$ cat src/rtl/alu_ctrl_seq.sv
// alu_ctrl_seq: registered ALU control unit with valid/ready handshake.
// Decodes ALUOp/Funct into the ALU Operation code (full RV32I R-type set)
// and sequences MUL_STEPS shift-add step beats for MUL.
// Optional feature macro: ALU_CTRL_ILLEGAL_TRAP_EN
//   defined   -> illegal decodes emit ILLEGAL (1111) and set sticky 'illegal'
//   undefined -> illegal decodes emit ADD (0010), 'illegal' tied low
module alu_ctrl_seq #(
  parameter int OP_W      = 4,                  // >= 4, upper bits zero-filled
  parameter int MUL_STEPS = 32,                 // >= 2
  parameter int STEP_W    = $clog2(MUL_STEPS)   // derived, do not override
) (
  input  logic              clk,
  input  logic              reset,
  input  logic              in_valid,
  output logic              in_ready,
  input  logic [3:0]        Funct,
  input  logic [1:0]        ALUOp,
  output logic              out_valid,
  input  logic              out_ready,
  output logic [OP_W-1:0]   Operation,
  output logic [STEP_W-1:0] step,
  output logic              out_last,
  output logic              illegal
);

  localparam logic [3:0] OP_AND     = 4'b0000;
  localparam logic [3:0] OP_OR      = 4'b0001;
  localparam logic [3:0] OP_ADD     = 4'b0010;
  localparam logic [3:0] OP_XOR     = 4'b0011;
  localparam logic [3:0] OP_SLL     = 4'b0100;
  localparam logic [3:0] OP_SRL     = 4'b0101;
  localparam logic [3:0] OP_SUB     = 4'b0110;
  localparam logic [3:0] OP_SLT     = 4'b0111;
  localparam logic [3:0] OP_SRA     = 4'b1000;
  localparam logic [3:0] OP_SLTU    = 4'b1001;
  localparam logic [3:0] OP_MULSTEP = 4'b1100;
  localparam logic [3:0] OP_ILLEGAL = 4'b1111;

  localparam logic [STEP_W-1:0] STEP_LAST = STEP_W'(MUL_STEPS - 1);
  localparam logic [STEP_W-1:0] STEP_ONE  = STEP_W'(1);

  typedef enum logic [0:0] {
    ST_IDLE  = 1'b0,
    ST_MULTI = 1'b1
  } state_e;

  // Decode result packed as {op[3:0], is_mul, is_illegal}.
  function automatic logic [5:0] decode(input logic [1:0] alu_op,
                                        input logic [3:0] funct);
    logic [5:0] res;
    res = {OP_ILLEGAL, 1'b0, 1'b1};
    case (alu_op)
      2'b00: res = {OP_ADD, 1'b0, 1'b0};
      2'b01: res = {OP_SUB, 1'b0, 1'b0};
      2'b10: begin
        case (funct)
          4'b0000: res = {OP_ADD,  1'b0, 1'b0};
          4'b1000: res = {OP_SUB,  1'b0, 1'b0};
          4'b0111: res = {OP_AND,  1'b0, 1'b0};
          4'b0110: res = {OP_OR,   1'b0, 1'b0};
          4'b0100: res = {OP_XOR,  1'b0, 1'b0};
          4'b0001: res = {OP_SLL,  1'b0, 1'b0};
          4'b0101: res = {OP_SRL,  1'b0, 1'b0};
          4'b1101: res = {OP_SRA,  1'b0, 1'b0};
          4'b0010: res = {OP_SLT,  1'b0, 1'b0};
          4'b0011: res = {OP_SLTU, 1'b0, 1'b0};
          default: res = {OP_ILLEGAL, 1'b0, 1'b1};
        endcase
      end
      2'b11: begin
        // funct7[5] (Funct[3]) does not distinguish MUL here
        if (funct[2:0] == 3'b000) begin
          res = {OP_MULSTEP, 1'b1, 1'b0};
        end else begin
          res = {OP_ILLEGAL, 1'b0, 1'b1};
        end
      end
      default: res = {OP_ILLEGAL, 1'b0, 1'b1};
    endcase
    return res;
  endfunction

  state_e              state_q, state_d;
  logic                out_valid_q, out_valid_d;
  logic [OP_W-1:0]     op_q, op_d;
  logic [STEP_W-1:0]   step_q, step_d;
  logic                last_q, last_d;

  logic [5:0]          dec_s;
  logic [3:0]          dec_op_s;
  logic                dec_mul_s;
  logic                dec_ill_s;
  logic                accept_s;
  logic                consume_s;

  // Decode the request and resolve how an illegal combination is reported.
  always_comb begin
    dec_s     = decode(ALUOp, Funct);
    dec_mul_s = dec_s[1];
    dec_ill_s = dec_s[0];
`ifdef ALU_CTRL_ILLEGAL_TRAP_EN
    dec_op_s  = dec_s[5:2];
`else
    dec_op_s  = dec_ill_s ? OP_ADD : dec_s[5:2];
`endif
  end

  assign in_ready  = (state_q == ST_IDLE) & (~out_valid_q | out_ready);
  assign accept_s  = in_valid & in_ready;
  assign consume_s = out_valid_q & out_ready;

  // State register plus the output registers.
  always_ff @(posedge clk or posedge reset) begin
    if (reset) begin
      state_q     <= ST_IDLE;
      out_valid_q <= 1'b0;
      op_q        <= '0;
      step_q      <= '0;
      last_q      <= 1'b0;
    end else begin
      state_q     <= state_d;
      out_valid_q <= out_valid_d;
      op_q        <= op_d;
      step_q      <= step_d;
      last_q      <= last_d;
    end
  end

  // Next-state logic: MUL enters MULTI, the consumed last beat leaves it.
  always_comb begin
    state_d = state_q;
    case (state_q)
      ST_IDLE: begin
        if (accept_s && dec_mul_s) begin
          state_d = ST_MULTI;
        end else begin
          state_d = ST_IDLE;
        end
      end
      ST_MULTI: begin
        if (consume_s && last_q) begin
          state_d = ST_IDLE;
        end else begin
          state_d = ST_MULTI;
        end
      end
      default: state_d = ST_IDLE;
    endcase
  end

  // Output register next values; everything holds while a beat is stalled.
  always_comb begin
    out_valid_d = out_valid_q;
    op_d        = op_q;
    step_d      = step_q;
    last_d      = last_q;
    case (state_q)
      ST_IDLE: begin
        if (accept_s) begin
          out_valid_d = 1'b1;
          op_d        = OP_W'(dec_op_s);
          step_d      = '0;
          last_d      = ~dec_mul_s;
        end else if (consume_s) begin
          out_valid_d = 1'b0;
        end else begin
          out_valid_d = out_valid_q;
        end
      end
      ST_MULTI: begin
        if (consume_s && last_q) begin
          out_valid_d = 1'b0;
        end else if (consume_s) begin
          step_d = step_q + STEP_ONE;
          last_d = ((step_q + STEP_ONE) == STEP_LAST);
        end else begin
          step_d = step_q;
        end
      end
      default: begin
        out_valid_d = 1'b0;
      end
    endcase
  end

  assign out_valid = out_valid_q;
  assign Operation = op_q;
  assign step      = step_q;
  assign out_last  = last_q;

`ifdef ALU_CTRL_ILLEGAL_TRAP_EN
  logic illegal_q, illegal_d;

  // Sticky illegal flag, set by the accept of an illegal decode.
  always_comb begin
    if (accept_s && dec_ill_s) begin
      illegal_d = 1'b1;
    end else begin
      illegal_d = illegal_q;
    end
  end

  // Illegal flag register, cleared only by reset.
  always_ff @(posedge clk or posedge reset) begin
    if (reset) begin
      illegal_q <= 1'b0;
    end else begin
      illegal_q <= illegal_d;
    end
  end

  assign illegal = illegal_q;
`else
  assign illegal = 1'b0;
`endif

endmodule

$ cat config.mk
export PLATFORM = sky130hd
export DESIGN_NAME = alu_ctrl_seq
export DESIGN_NICKNAME = d
export VERILOG_FILES = /design/src/rtl/alu_ctrl_seq.sv
export SDC_FILE = /design/constraint.sdc
export NUM_CORES = 1
export LEC_CHECK = 0
export CAP_MARGIN = 40
export CORE_MARGIN = 2
export CORE_UTILIZATION = 35
export CTS_CLUSTER_DIAMETER = 100
export DETAILED_ROUTE_END_ITERATION = 12
export DONT_BUFFER_PORTS = 1
export SLEW_MARGIN = 20
export SYNTH_ARGS = -nofsm -noshare
export SYNTH_HDL_FRONTEND = slang
export SYNTH_SLANG_ARGS = --single-unit
$ cat constraint.sdc
create_clock -name clk -period 1.4 [get_ports clk]
set_input_delay 0.14 -clock clk [delete_from_list [all_inputs] [get_ports clk]]
set_output_delay 0.14 -clock clk [all_outputs]
set_load 0.005 [all_outputs]
After elaboration in Yosys (flattened, before gate mapping)

Memories as Yosys holds them, arrays and structs flattened.
Cells that the tools add are included.
W data, S select, Z words.

Input port bits: 10
ROM bits: 80
Logic and storage cells: 48
Memories: 1
Register bits after elaboration: 12
Output and inout port bits: 13

Equal/unequal tests: 9
Reductions and logical operators: 7
$add $sub $neg: 1
Bitwise operators: 7
Mux-type cells: 18

Memory list:

| memory          | depth | bits a word | rd ports | clocked after Yosys merged registers in | wr ports | line | source |
|---|---|---|---|---|---|---|---|
| (no name shown) | 16    | 5           | 1        | 0                                       | 0        | 56   | `case (funct)` |

Operators with widths:

| operator              | count |
|---|---|
| $pmux W6 S4           | 1 |
| $mux W5               | 3 |
| $pmux W5 S2           | 1 |
| $mux W1               | 8 |
| $mux W4               | 2 |
| $pmux W1 S2           | 3 |
| $add A5 B1 Y5 const B | 1 |
| $eq A5 B5 Y1 const B  | 1 |
| $eq A2 B2 Y1 const B  | 2 |
| $ne A2 B1 Y1 const B  | 2 |
| $ne A2 B2 Y1 const B  | 2 |
| $reduce_and A2 Y1     | 2 |
| $and A1 B1 Y1         | 3 |
| $logic_not A3 Y1      | 1 |
| $ne A3 B3 Y1 const B  | 1 |
| $not A1 Y1            | 3 |
| $reduce_and A3 Y1     | 1 |
| $eq A2 B1 Y1 const B  | 1 |
| $logic_and A1 B1 Y1   | 2 |
| $logic_not A2 Y1      | 1 |
| $or A1 B1 Y1          | 1 |

Longest topological paths before layout

Gate-level depths: netlist (run 1).

Depth in word-level cells: 7
Gate-level depth with buffers: 6
Gate-level depth less buffers: 6

Least setup slack after synthesis (run 1)

No wires, ideal clock.

Path kind: flip-flop to flip-flop
Start: reg step_q[0] (netlist: step[0])
End: reg step_q[4] (netlist: step[4])
Clock period less this slack: 1.214 ns
Path slack: 0.186 ns
Library setup time: 0.126 ns
Data required time: 1.274 ns
Buffers on the path: 0
Stages on the path, launching flop included: 6
Data arrival time: 1.088 ns
Path through: dfrtp_1 ha_1 nand3_1 and2_1 o21ai_1 o31ai_1

Word-level cells in the longest chain between the ends: 4

RTL lines:

| item                   | line | source |
|---|---|---|
| from (decl)            | 86   | `logic [STEP_W-1:0] step_q, step_d;` |
| from (signal assigned) | 124  | `step_q <= step_d;` |
| $add A5 B1 Y5          | 174  | `step_d = step_q + STEP_ONE;` |
| $mux W5                | 173  | `end else if (consume_s) begin` |
| $mux W5                | 171  | `if (consume_s && last_q) begin` |
| $pmux W5 S2            | 157  | `case (state_q)` |

Every way passes these cells. The select of a mux whose other input is x is not followed.
A chain may end at the register's enable or synchronous reset.

Worst setup path in the final report (run 1)

Start: reg out_valid_q (netlist: out_valid)
End: out in_ready

Word-level cells in the longest chain between the ends: 3

RTL lines:

| item                   | line | source |
|---|---|---|
| from (decl)            | 84   | `logic out_valid_q, out_valid_d;` |
| from (signal assigned) | 122  | `out_valid_q <= out_valid_d;` |
| $not A1 Y1             | 108  | `assign in_ready = (state_q == ST_IDLE) & (~out_valid_q \| out_ready);` |
| $or A1 B1 Y1           | 108  |  |
| $and A1 B1 Y1          | 108  |  |
| to (decl)              | 15   | `output logic in_ready,` |

Every way passes these cells.

==> qor.log, run 1 <==
INFO  status         run_status=finished, final reports clean
INFO  routing        avgRoutedWirePerCell=13.2um
INFO  routing        vias=699
INFO  worst_setup_path critical_path.cell_chain=nand2b_1 > and2_1
INFO  grt            global_route.overflow_total=0
INFO  sta            unrepaired_setup_endpoints_after_global_routing=false
INFO  sta            min_period_over_period=0.938
INFO  clocking       clk_path_buf_depth=2
INFO  worst_setup_path reg2reg_depth=4
INFO  grt            global_route.usage.total=0.136
INFO  grt            grt_first_pass_wirelength=2860um
INFO  synth          synthTopCellsByCount=12 x dfrtp_1, 10 x nand2_1, 7 x ha_1
INFO  synth          ys_top_cells_by_area=dfrtp_1 34%, ha_1 10%, nand2_1 4.3%, nand4b_1 4.0%, a21oi_1 3.4%
INFO  worst_setup_path crit_end=in_ready
INFO  grt            initial_antenna_violation_count=0
INFO  clocking       path_clk_slew=0.08ns
INFO  finish         post_route_cells_drive_above_1_share=0.131
INFO  floorplan      fp.dieW=53.9um
INFO  clocking       post_cts_hold_buffer_count=2
INFO  sta            timing.clock.skew=0.00499ns
INFO  power_and_ir_drop power-per-cell-area=1200mW/mm^2
INFO  place          post_dp_hpwl=1340um
INFO  floorplan      floorplan.rows=18
INFO  finish         seqCellArea=300squm
INFO  synth          synth_area_leader_cell=dfrtp_1
INFO  synth          synth-seq-cells=12
INFO  clocking       clk_root_buffer_cell=clkbuf_4
INFO  flow_run       max_cap_viol=0
INFO  power_and_ir_drop ir_worst_vdd=0.461mV
INFO  finish         insertedDiodeCount=0
INFO  place          place.gp.congestion=0.786
INFO  finish         area.growth.synth_to_final=8.75%
INFO  place          io_buffer_count=0
INFO  floorplan      io_pins=23
INFO  worst_setup_path critical_path.max_stage_delay=0.46ns
INFO  sta            final.hold.worst_slack=0.0234ns
INFO  worst_setup_path cp-start-kind=flip-flop
INFO  worst_setup_path arrival_time_reported_for_the_critical_path_endpoint=1.17ns
INFO  synth          syn_nets=111
INFO  synth          dominantRegCellSynth=dfrtp_1
INFO  synth          synth-edff-count=0
INFO  finish         filler_cell_count=238
INFO  worst_setup_path start_point_of_the_critical_path=out_valid$_DFFE_PP0P_
INFO  synth          synth_async_sr_flop_share=1.00
INFO  finish         stdcell_count=129
INFO  clocking       cts_tree=yes
INFO  synth          synth_area_per_cell=9.28squm
INFO  sta            maxSlewViolCount=0
INFO  grt            grt_max_degree=13
INFO  clocking       htree_levels=1
INFO  floorplan      die_h=53.9um
INFO  sta            fin_crit=1.31ns
INFO  power_and_ir_drop cellLeakagePower=0.421nW
INFO  synth          synth_area=872squm
INFO  sta            fmax=762MHz
INFO  place          placed_cells_incl_taps=124
INFO  clocking       clock_sink_count=12
INFO  worst_setup_path crit_required=1.26ns
INFO  routing        via_per_inst=5.42
INFO  clocking       cts-resized-gates=0
INFO  routing        route.detailed.drc=0
INFO  synth          synth_top_area_share=0.344
INFO  floorplan      initial_core_util=0.362
INFO  worst_setup_path endpoint_kind=primary output
INFO  routing        final_antenna_net_count=0
INFO  sta            setup_total_negative_slack=0ns
INFO  floorplan      design.core.area=0.00241sqmm
INFO  synth          synth_sequential_area_ratio=0.344
INFO  synth          yosys_synthesis_warning_count=0
INFO  worst_setup_path setup.worst_path.class=reg -> out
INFO  sta            finalHoldViolations=0
INFO  min_path       hp-class=in -> reg
INFO  synth          post_synth_inst_count=94
INFO  clocking       cts_made_buffers=3
INFO  finish         final_util=0.394
INFO  worst_setup_path timing.critical_path.fanout_max=6
INFO  floorplan      die_area=0.00291sqmm
INFO  finish         final_nets=118
INFO  finish         multi_input_area=527squm
INFO  synth          synth.most_common_cell=dfrtp_1
INFO  worst_setup_path reg2reg_from=state_q$_DFF_PP0_
INFO  routing        detailedRoute.firstIterationViolations=18
INFO  worst_setup_path r2r_end=step[3]$_DFFE_PP0P_
INFO  routing        drt_wl_total=1700um
INFO  worst_setup_path critPathSlowestCell=dfrtp_1
INFO  synth          synth.distinct_cells=36
INFO  routing        drt_first_pass_iters=4
INFO  grt            first_global_vias=641
INFO  sta            finalSetupViolations=0
INFO  clocking       clock_insertion_delay_worst_skew=0.28ns
INFO  clocking       post_cts_setup_repair_bufs=0
INFO  worst_setup_path reg2reg_setup_slack=0.14ns
[registers in the layout, indices dropped and copies added, names as in the netlist]
name	count
step	5
out_last	1
out_valid	1
state_q	1
Operation	4
[power breakdown]
part | total (mW) | internal [mW] | switching, mW
logic | 0.361 | 0.165 | 0.196
registers | 0.555 | 0.441 | 0.114
clock network | 0.218 | 0.0998 | 0.118
total | 1.13 | 0.706 | 0.428
[kinds of logic (layout without fill, tap and decap cells)]
logic type                 count (synthesis)  in the layout  synth area share
muxes                                      1              1            0.0115
DFF                                       12             12             0.344
AOI/OAI and AO/OA                         25             25             0.205
buffers and inverters                      8             13            0.0516
adders and majority gates                  7              7             0.100
and+or+nand+nor                           40             40             0.283
other                                      1              1           0.00430
[layout make-up]
cell class	instances	area share
multi-input cells	74	0.555
flip-flops and latches	12	0.317
repair buffers	5	0.0449
well taps	30	0.0396
clock buffers	3	0.0237
inverters	5	0.0198
[layer usage]
metal / vias to the layer above / wire [um] / GRT usage / part of all wire
met5: - / 0 / 0 / 0
met4: 0 / 38 / 0.0641 / 0.022
met3: 5 / 119 / 0.0417 / 0.070
met2: 29 / 808 / 0.217 / 0.48
met1: 316 / 733 / 0.166 / 0.43
li1: 349 / - / - / -
[worst max-delay path: cells and delay by family, from the launching register on]
family	cells	cell delay [ns]
simple gates	2	0.44
flops	1	0.46
[per-stage QoR]
stage | total power [mW] | setup slack, ns | instance area [sq um]
5_1_grt | 1.23 | 0.00850 | 948
3_5_place_dp | 0.924 | 0.154 | 906
3_3_place_gp | 0.914 | 0.171 | 906
4_1_cts | 1.14 | 0.0979 | 948
6_report | 1.13 | 0.0874 | 948
2_1_floorplan | 0.837 | 0.186 | 872
[layout by cell type, fill, tap and decap left out, drive strengths merged, types with 2 or more instances in the layout]
cell,n
a21oi,7
and2,3
buf,3
clkbuf,3
dfrtp,12
dlygate4sd3,2
ha,7
inv,5
nand2,11
nand2b,5
nand3,6
nand3b,2
nand4b,4
nor2,3
o21ai,7
o31ai,3
[how the worst min path moves through the flow]
stage / depth (start not counted) / slack (ns) / end / from
4_1_cts: 2 / 0.03 / Operation[0]$_DFFE_PP0P_ / ALUOp[1]
5_1_grt: 2 / 0.04 / Operation[0]$_DFFE_PP0P_ / ALUOp[1]
6_report: 2 / 0.02 / Operation[0]$_DFFE_PP0P_ / ALUOp[1]
3_5_place_dp: 1 / 0.08 / Operation[0]$_DFFE_PP0P_ / reset
2_1_floorplan: 1 / 0.005 / Operation[0]$_DFFE_PP0P_ / reset
3_3_place_gp: 1 / 0.07 / step[1]$_DFFE_PP0P_ / reset
No activity file was read; power rests on OpenSTA's default activity.
==> run 2, diff against run 1 <==
CTS_BUF_LIST = sky130_fd_sc_hd__clkbuf_8   (was default)
==> run 2 against run 1 <==
Global-route usage decreased by 0.12 points. Die area unchanged. Critical path type unchanged. Routed wire length decreased by 0.82%. Largest cell class unchanged. Sequential power about the same. Highest routed layer unchanged. Core utilization increased by 0.36 points. Worst setup slack improved by 0.052 ns. Critical path depth unchanged.
==> qor.log, run 2 (synthesized netlist as in run 1, its figures left out) <==
INFO  worst_setup_path cp-start-kind=flip-flop [unchanged]
INFO  finish         filler_cell_count=240 [was 238]
INFO  worst_setup_path critPathSlowestCell=dfrtp_1 [unchanged]
INFO  sta            fmax=793MHz [was 762 MHz]
INFO  finish         multi_input_area=527squm [unchanged]
INFO  sta            final.hold.worst_slack=0.0506ns [was 0.0234 ns]
INFO  min_path       hold_start=out_ready [was ALUOp[1]]
INFO  floorplan      io_pins=23 [unchanged]
INFO  grt            grt_max_degree=13 [unchanged]
INFO  routing        final_antenna_net_count=0 [unchanged]
INFO  power_and_ir_drop ir_worst_vdd=0.499mV [was 0.461 mV]
INFO  sta            finalSetupViolations=0 [unchanged]
INFO  worst_setup_path critical_path.cell_chain=nand2b_1 > and2_1 [unchanged]
INFO  status         run_status=finished, final reports clean [unchanged]
INFO  worst_setup_path worst-path-buf-inv=0 [unchanged]
INFO  grt            global_route.overflow_total=0 [unchanged]
INFO  min_path       hp-class=in -> reg [unchanged]
INFO  sta            unrepaired_setup_endpoints_after_global_routing=false [unchanged]
INFO  sta            fin_crit=1.26ns [was 1.31 ns]
INFO  floorplan      die_area=0.00291sqmm [unchanged]
INFO  finish         largest_reg_flops=5 [unchanged]
INFO  grt            first_global_vias=627 [was 641]
INFO  routing        drt_first_pass_iters=4 [unchanged]
INFO  worst_setup_path reg2reg_from=state_q$_DFF_PP0_ [unchanged]
INFO  routing        via_per_inst=5.50 [was 5.42]
INFO  finish         post_route_cells_drive_above_1_share=0.133 [was 0.131]
INFO  worst_setup_path critical_path.max_stage_delay=0.45ns [was 0.46 ns]
INFO  finish         final_nets=117 [was 118]
INFO  finish         most-common-layout-cells=12 x dfrtp_1, 10 x nand2_1, 7 x ha_1 [unchanged]
INFO  worst_setup_path arrival_time_reported_for_the_critical_path_endpoint=1.12ns [was 1.17 ns]
INFO  place          io_buffer_count=0 [unchanged]
INFO  grt            global_route.usage.total=0.135 [was 0.136]
INFO  clocking       clk_root_buffer_cell=clkbuf_8 [was clkbuf_4]
INFO  floorplan      floorplan.rows=18 [unchanged]
INFO  sta            setup_total_negative_slack=0ns [unchanged]
INFO  clocking       cts_made_buffers=3 [unchanged]
INFO  sta            maxSlewViolCount=0 [unchanged]
INFO  routing        route.detailed.drc=0 [unchanged]
INFO  routing        detailedRoute.firstIterationViolations=13 [was 18]
INFO  clocking       cts-resized-gates=0 [unchanged]
INFO  clocking       clock_sink_count=12 [unchanged]
INFO  clocking       clock_insertion_delay_worst_skew=0.24ns [was 0.28 ns]
INFO  grt            initial_antenna_violation_count=0 [unchanged]
INFO  worst_setup_path endpoint_kind=primary output [unchanged]
INFO  clocking       post_cts_setup_repair_bufs=0 [unchanged]
INFO  clocking       path_clk_slew=0.05ns [was 0.08 ns]
INFO  floorplan      fp.dieW=53.9um [unchanged]
INFO  floorplan      die_h=53.9um [unchanged]
INFO  clocking       clk_path_buf_depth=2 [unchanged]
INFO  worst_setup_path path_delay_family=flip-flops [unchanged]
INFO  sta            timing.clock.skew=0.00272ns [was 0.00499 ns]
INFO  finish         insertedDiodeCount=0 [unchanged]
INFO  finish         area.growth.synth_to_final=9.76% [was 8.75%]
INFO  place          place.gp.congestion=0.786 [unchanged]
INFO  clocking       cts_tree=yes [unchanged]
INFO  grt            grt_first_pass_wirelength=2840um [was 2860 um]
INFO  clocking       htree_levels=1 [unchanged]
INFO  routing        vias=704 [was 699]
INFO  worst_setup_path timing.critical_path.fanout_max=6 [unchanged]
INFO  place          post_dp_hpwl=1340um [unchanged]
INFO  floorplan      design.core.area=0.00241sqmm [unchanged]
INFO  finish         layout_commonest_cell=dfrtp_1 [unchanged]
INFO  floorplan      initial_core_util=0.362 [unchanged]
INFO  finish         seqCellArea=300squm [unchanged]
INFO  power_and_ir_drop power-per-cell-area=1280mW/mm^2 [was 1200 mW/mm^2]
INFO  worst_setup_path crit_required=1.26ns [about the same]
INFO  routing        avgRoutedWirePerCell=13.2um [about the same]
INFO  sta            min_period_over_period=0.901 [was 0.938]
INFO  flow_run       max_cap_viol=0 [unchanged]
INFO  clocking       post_cts_hold_buffer_count=1 [was 2]
INFO  worst_setup_path start_point_of_the_critical_path=out_valid$_DFFE_PP0P_ [unchanged]
INFO  routing        drt_wl_total=1690um [was 1700 um]
INFO  worst_setup_path setup.worst_path.class=reg -> out [unchanged]
INFO  sta            finalHoldViolations=0 [unchanged]
INFO  power_and_ir_drop cellLeakagePower=0.424nW [was 0.421 nW]
[run 2: changes by cell type in the layout (fill, tap and decap cells not counted)]
cell,change
dlygate4sd3_1,-1
clkbuf_4,-3
clkbuf_8,+3
[run 2: through the flow]
step           total power, mW   util  cells  instance area (sq um)  worst slack (ns)
2_1_floorplan            0.837      -     94                    872             0.186
4_1_cts                   1.24  0.397    128                    957             0.138
6_report                  1.23  0.397    128                    957             0.139
3_3_place_gp             0.914  0.376    124                    906             0.171
5_1_grt                   1.33  0.397    128                    957            0.0149
3_5_place_dp             0.924  0.376    124                    906             0.154
[run 2: layout make-up]
cell class	count	area share
multi-input combinational	74	0.550
tap	30	0.0392
timing repair buffer	4	0.0340
sequential	12	0.314
inverter	5	0.0196
clock buffer	3	0.0431
[run 2: worst paths after layout]
| kind | endpoint | cells after the start | slack, ns |
|---|---|---|---|
| worst min-delay path | state_q$_DFF_PP0_ | 1 | 0.05 |
| worst max register to register | step[3]$_DFFE_PP0P_ | 4 | 0.14 |
| min in group asynchronous | Operation[0]$_DFFE_PP0P_ | 2 | 0.36 |
| worst max-delay path | in_ready | 2 | 0.14 |
| max in group asynchronous | step[3]$_DFFE_PP0P_ | 2 | 0.71 |
| worst min register to register | Operation[0]$_DFFE_PP0P_ | 2 | 0.51 |
[run 2: report_power, final]
part | switching (mW) | internal, mW | leakage (nW)
sequential | 0.113 | 0.443 | 0.155
clock | 0.123 | 0.189 | 0.0216
combinational | 0.195 | 0.163 | 0.248
[run 2: layer usage]
metal,GRT usage,vias to the layer above,wire [um]
li1,-,347,-
met1,0.169,334,724
met2,0.215,19,826
met3,0.0417,4,110
met4,0.0513,0,25
met5,0,-,0
